[config.mk]
export PLATFORM = sky130hd
export DESIGN_NAME = pipeline_hazard_ctrl
export DESIGN_NICKNAME = d
export VERILOG_FILES = /design/src/rtl/pipeline_hazard_ctrl.sv
export SDC_FILE = /design/constraint.sdc
export NUM_CORES = 1
export LEC_CHECK = 0
export ABC_CLOCK_PERIOD_IN_PS = 1650
export BUFFER_PORTS_ARGS = -buffer_cell sky130_fd_sc_hd__buf_2
export CAP_MARGIN = 20
export CELL_PAD_IN_SITES_DETAIL_PLACEMENT = 0
export CELL_PAD_IN_SITES_GLOBAL_PLACEMENT = 2
export CORE_MARGIN = 5
export CORE_UTILIZATION = 27
export DETAILED_ROUTE_END_ITERATION = 10
export HOLD_SLACK_MARGIN = 0.1
export PLACE_DENSITY = 0.8
export RECOVER_POWER = 50
export SLEW_MARGIN = 20
export SYNTH_ARGS = -nofsm -noshare
export SYNTH_HDL_FRONTEND = slang
export SYNTH_SLANG_ARGS = --single-unit
export TNS_END_PERCENT = 100
[constraint.sdc]
create_clock -name clk -period 1.65 [get_ports clk]
set_input_delay 0.33 -clock clk [delete_from_list [all_inputs] [get_ports clk]]
set_output_delay 0.33 -clock clk [all_outputs]
set_load 0.01 [all_outputs]
[src/rtl/pipeline_hazard_ctrl.sv]
`default_nettype none
// ============================================================================
//  Module   : pipeline_hazard_ctrl
//  Purpose  : Central hazard/stall controller for the 5-stage pipeline.
//             Resolves the hazards forwarding cannot: load-use stalls,
//             taken-branch flushes, structural stalls behind the multi-cycle
//             mult/div unit and data-memory wait freezes. Also sequences the
//             mult/div busy window.
//  Ports    :
//    clk, rst_n          clock (rising edge), async active-low reset
//    IFID_Rs/IFID_Rt     source registers of the instruction in ID
//    IDEX_Rt             destination of the load in EX
//    IDEX_MemRead        instruction in EX is a load
//    IFID_IsMD           instruction in ID is mult/multu/div/divu
//    IFID_UsesHiLo       instruction in ID is mfhi/mflo/mthi/mtlo
//    Branch_Taken        branch/jump in EX resolved taken
//    EXMEM_MemAccess     instruction in MEM accesses data memory
//    DMem_Ready          data memory completes this cycle
//    PC_Write/IFID_Write load enables for PC and IF/ID
//    IDEX_Bubble         insert nop into ID/EX
//    IFID_Flush/IDEX_Flush  clear IF/ID, ID/EX
//    Pipe_Freeze         hold ID/EX, EX/MEM, MEM/WB
//    MD_Start/MD_Busy    mult/div start pulse and busy indication
//    Mem_Error           sticky memory timeout flag
//  Revision : 1.0 - initial release
// ============================================================================
module pipeline_hazard_ctrl #(
    parameter int MD_LATENCY  = 8,
    parameter int MEM_TIMEOUT = 64,
    parameter int CNT_W       = 7
) (
    input  logic       clk,
    input  logic       rst_n,
    input  logic [4:0] IFID_Rs,
    input  logic [4:0] IFID_Rt,
    input  logic [4:0] IDEX_Rt,
    input  logic       IDEX_MemRead,
    input  logic       IFID_IsMD,
    input  logic       IFID_UsesHiLo,
    input  logic       Branch_Taken,
    input  logic       EXMEM_MemAccess,
    input  logic       DMem_Ready,
    output logic       PC_Write,
    output logic       IFID_Write,
    output logic       IDEX_Bubble,
    output logic       IFID_Flush,
    output logic       IDEX_Flush,
    output logic       Pipe_Freeze,
    output logic       MD_Start,
    output logic       MD_Busy,
    output logic       Mem_Error
);

    typedef enum logic [1:0] {
        INIT    = 2'd0,
        RUN     = 2'd1,
        MD_BUSY = 2'd2
    } state_t;

    localparam logic [CNT_W-1:0] c_md_reload  = CNT_W'(MD_LATENCY - 1);
    localparam logic [CNT_W-1:0] c_mem_timeout = CNT_W'(MEM_TIMEOUT);

    state_t           r_state;
    state_t           w_state_nxt;
    logic [CNT_W-1:0] r_md_cnt;
    logic [CNT_W-1:0] r_wait_cnt;
    logic [CNT_W-1:0] w_wait_nxt;
    logic             r_mem_error;

    logic w_freeze;
    logic w_load_use;
    logic w_active;

    assign w_active   = (r_state == RUN) || (r_state == MD_BUSY);
    assign w_freeze   = w_active && EXMEM_MemAccess && !DMem_Ready;
    // Register 0 is hard-wired, so a load targeting it never creates a hazard.
    assign w_load_use = IDEX_MemRead && (IDEX_Rt != 5'd0) &&
                        ((IDEX_Rt == IFID_Rs) || (IDEX_Rt == IFID_Rt));

    assign Mem_Error  = r_mem_error;

    // ------------------------------------------------------------------
    // State register and counters
    // ------------------------------------------------------------------
    always_ff @(posedge clk or negedge rst_n) begin
        if (!rst_n) begin
            r_state     <= INIT;
            r_md_cnt    <= '0;
            r_wait_cnt  <= '0;
            r_mem_error <= 1'b0;
        end else begin
            r_state    <= w_state_nxt;
            r_wait_cnt <= w_wait_nxt;
            if (w_wait_nxt == c_mem_timeout) begin
                r_mem_error <= 1'b1;
            end
            // The mult/div unit runs on its own, so counting continues
            // through freezes and flushes.
            if (MD_Start) begin
                r_md_cnt <= c_md_reload;
            end else if ((r_state == MD_BUSY) && (r_md_cnt != '0)) begin
                r_md_cnt <= r_md_cnt - CNT_W'(1);
            end
        end
    end

    // Saturating memory-wait counter; any non-freeze cycle clears it.
    always_comb begin
        w_wait_nxt = '0;
        if (w_freeze) begin
            if (r_wait_cnt == c_mem_timeout) begin
                w_wait_nxt = r_wait_cnt;
            end else begin
                w_wait_nxt = r_wait_cnt + CNT_W'(1);
            end
        end
    end

    // ------------------------------------------------------------------
    // Next state and hazard outputs (priority: freeze, branch, load-use,
    // structural, mult/div issue)
    // ------------------------------------------------------------------
    always_comb begin
        w_state_nxt = r_state;
        PC_Write    = 1'b1;
        IFID_Write  = 1'b1;
        IDEX_Bubble = 1'b0;
        IFID_Flush  = 1'b0;
        IDEX_Flush  = 1'b0;
        Pipe_Freeze = 1'b0;
        MD_Start    = 1'b0;
        MD_Busy     = 1'b0;

        case (r_state)
            INIT: begin
                PC_Write    = 1'b0;
                IFID_Write  = 1'b0;
                IDEX_Bubble = 1'b1;
                w_state_nxt = RUN;
            end

            RUN, MD_BUSY: begin
                MD_Busy = (r_state == MD_BUSY);
                if (w_freeze) begin
                    Pipe_Freeze = 1'b1;
                    PC_Write    = 1'b0;
                    IFID_Write  = 1'b0;
                end else if (Branch_Taken) begin
                    // Everything younger than the branch is wrong-path, so
                    // no stall or issue decision is made for it.
                    IFID_Flush = 1'b1;
                    IDEX_Flush = 1'b1;
                end else if (w_load_use) begin
                    PC_Write    = 1'b0;
                    IFID_Write  = 1'b0;
                    IDEX_Bubble = 1'b1;
                end else if ((r_state == MD_BUSY) && (IFID_IsMD || IFID_UsesHiLo)) begin
                    PC_Write    = 1'b0;
                    IFID_Write  = 1'b0;
                    IDEX_Bubble = 1'b1;
                end else if ((r_state == RUN) && IFID_IsMD) begin
                    MD_Start    = 1'b1;
                    w_state_nxt = MD_BUSY;
                end

                if ((r_state == MD_BUSY) && (r_md_cnt == '0)) begin
                    w_state_nxt = RUN;
                end
            end

            default: begin
                w_state_nxt = INIT;
            end
        endcase
    end

endmodule
`default_nettype wire
==> impl_metrics.toml <==
[yosys]
netlist_instances = 141
synth-main-ff-cell = "dfrtp_1"
synth_edf_count = 0
synthTopCellsByCount = "nor2_1 (23), dfrtp_1 (17), xor2_1 (15), inv_1 (13), nand2_1 (9)"
async_flop_share_pct = 100
ys_types = 33
seq_area_frac_synth_pct = 35.0
synthTopCellsByArea = "dfrtp_1 (35%), xor2_1 (11%), ha_1 (8.2%)"
synth_top_area_cell = "dfrtp_1"
synth_area_sq_um = 1220
yosysWarningCount = 0
synth.most_common_cell = "nor2_1"
synth_top_area_share_pct = 35.0
synth_nets = 172
ys_ff_latch = 17
avgSynthCellArea_sq_um = 8.63

[power]
p_sw_share_pct = 38.7
power_density_nw_per_um2 = 1130
p_leak_nw = 0.866
power.internal_mw = 1.26
peakVddDrop_mv = 0.359
p_switching_mw = 0.795
p_total_mw = 2.06
clock_power_share_pct = 15.0
power_frac_comb_pct = 55.6
seqPwrFrac_pct = 29.4

[timing]
rsz0062_at_grt = "yes"
fin_crit_sh_pct = 113
report.final.slew_viol_count = 0
clock.fmax_mhz = 537
fin_ws_ns = -0.213
setup_tns_ns = -1.09
setup_viol = 8
clock_skew_ns = 0.00104
hold_viol_final = 0
worst_pin_slew_ns = 0.975
min_period_ns = 1.86
relSlewSlack_pct = 35.0

[setup_path]
path_cells = "buf_4 > buf_4 > ha_1 > nor2_1 > o21a_1 > buf_2"
crit_type = "register to output pin"
startpoint_type = "register"
cp_common_cell = "buf_4"
cpPeakStageDelay_ns = 0.41
cp_max_fo = 4
critPathTopFamily = "flip-flops"
endpoint_kind = "output pin"
slowest_stage = "dfrtp_1"
critPathRequiredTime_ns = 1.32
critPathArrivalTime_ns = 1.53
critical_path_buf_inv_count = 3

[routing]
vias_per_cell = 4.64
drc = 0
wl_per_cell_um = 12.3
firstDrtPassIters = 4
ant_nets = 0
dr.first_iter.drc_count = 34
routed_wl_mm = 3.09
dr_total_vias = 1170

[global_routing]
met2_usage_pct = 20.6
grt_util_met3_pct = 1.99
grt_pass1_wl_mm = 5.15
met1_usage_pct = 10.7
grt_max_degree = 18
grt.busiest_layer = "met2"
antenna_found_initial = 0
grt_pass1_vias = 1260
grt-ovfl-total = 0
grt.total_usage_pct = 10.4

[cells_and_area]
final_area_sq_um = 1820
drive_above_1_share_pct = 44.0
area_growth_pct = 49.9
final_core_util_pct = 41.9
diodes = 0
nNetsFinal = 232

[placed_design]
place.port_buffers = 31
hpwl_mm = 2.48
gp_congestion = 0.783
place_ws_ns = -0.227
dpl_cell_area_sq_um = 1600

[cts]
cts_buffer_depth = 2
htree_levels = 1
cts-root-buf = "clkbuf_8"
cts_tree = "built"
numClockSinks = 17
clk_latency_ns = 0.24
cts.clk_slew.worst_paths_ns = 0.07
numCtsBuffers = 3

[floorplanning]
initial_core_util_pct = 27.9
ioPinCount = 32
fp.dieW_um = 77.1
coreArea_sq_um = 4350
dieArea_sq_um = 5950
die_height_um = 77.1
fp-row-count = 24

[run_status]
status = "complete, but fails checks"
violations = "negative setup slack"

[hold_path]
min_path_type = "register to register"

[run]
max_cap_viol_count = 0
==> worst reg2reg max path, stage by stage, from the launching register on <==
cell and delay (ns):
dfrtp_1 0.39, or3_1 0.38, a211o_1 0.29, or3_4 0.33, xor2_1 0.15, nor2_1 0.06
==> power groups by stage <==
stage                     logic (mW)  clock network (mW)  registers (mW)
final                           1.14               0.309           0.605
after global routing            1.26               0.338           0.624
after CTS                       1.06               0.318           0.604
after detailed placement       0.971                   0           0.602
after global placement         0.941                   0           0.598
after floorplan                0.639                   0           0.593
==> worst paths after layout <==
kind,startpoint,endpoint,slack (ns),depth (start not counted)
worst max register to register,r_md_cnt[2],r_md_cnt[5],-0.05,5
worst min register to register,Mem_Error,Mem_Error,0.49,2
max in group asynchronous,rst_n,r_md_cnt[6],0.31,2
worst max-delay path,r_state[1],IDEX_Bubble,-0.21,6
worst min-delay path,Mem_Error,Mem_Error,0.49,2
min in group asynchronous,rst_n,r_md_cnt[1],0.75,2
==> flip-flops by register name (all words and copies together) (netlist names) <==
| register | count |
|---|---|
| r_md_cnt | 7 |
| Mem_Error | 1 |
| r_state | 2 |
| r_wait_cnt | 7 |
==> repair_timing <==
item / in CTS / in global routing
hold buffers: 1 / 0
pin swaps: 8 / 9
cloned: 0 / 0
setup buffers: 2 / 3
setup endpoints to repair: 10 / 15
hold endpoints to repair: 17 / 0
gates resized for setup: 14 / 17
==> layout by cell type (no fill, tap or decap), types with 2 or more instances in the layout <==
cell type  instances
buf_2             29
buf_4             24
nor2_1            22
dfrtp_1           17
xor2_1            15
inv_1              9
nand2_1            8
xnor2_1            6
ha_1               6
nand3_1            5
inv_2              4
nand2b_1           4
buf_6              4
clkbuf_8           3
a21oi_1            2
nor3_2             2
a21oi_2            2
a211o_1            2
clkbuf_1           2
==> kinds of logic after synthesis <==
family	share of synthesized area (%)
muxes	0.823
and+or+nand+nor	21.8
adders and majority gates	8.23
xor gates and xnor gates	15.8
AOI/OAI and AO/OA	11.8
DFF	35.0
buffers and inverters	6.48
==> through the flow <==
stage               instances  hold WS, ns
floorplan                 141       0.0344
finish                    252        0.491
global route              252        0.517
detailed placement        242        0.283
global placement          242        0.271
CTS                       249        0.501
==> area by class of cell <==
type / count / area (sq um)
clock buffer: 4 / 45.0
fill: 448 / 2530
inverter: 13 / 48.8
multi-input combinational: 107 / 855
sequential: 17 / 425
tap: 52 / 65.1
timing repair buffer: 59 / 384
==> routing by layer <==
metal / share of wire (%) / wire length, um / vias to the layer above
met2: 56 / 1740 / 10
met5: 0 / 0 / -
met1: 41 / 1260 / 566
met4: 0.91 / 28 / 0
met3: 2.2 / 68 / 2
li1: - / - / 592
(Power assumes the default switching activity.)
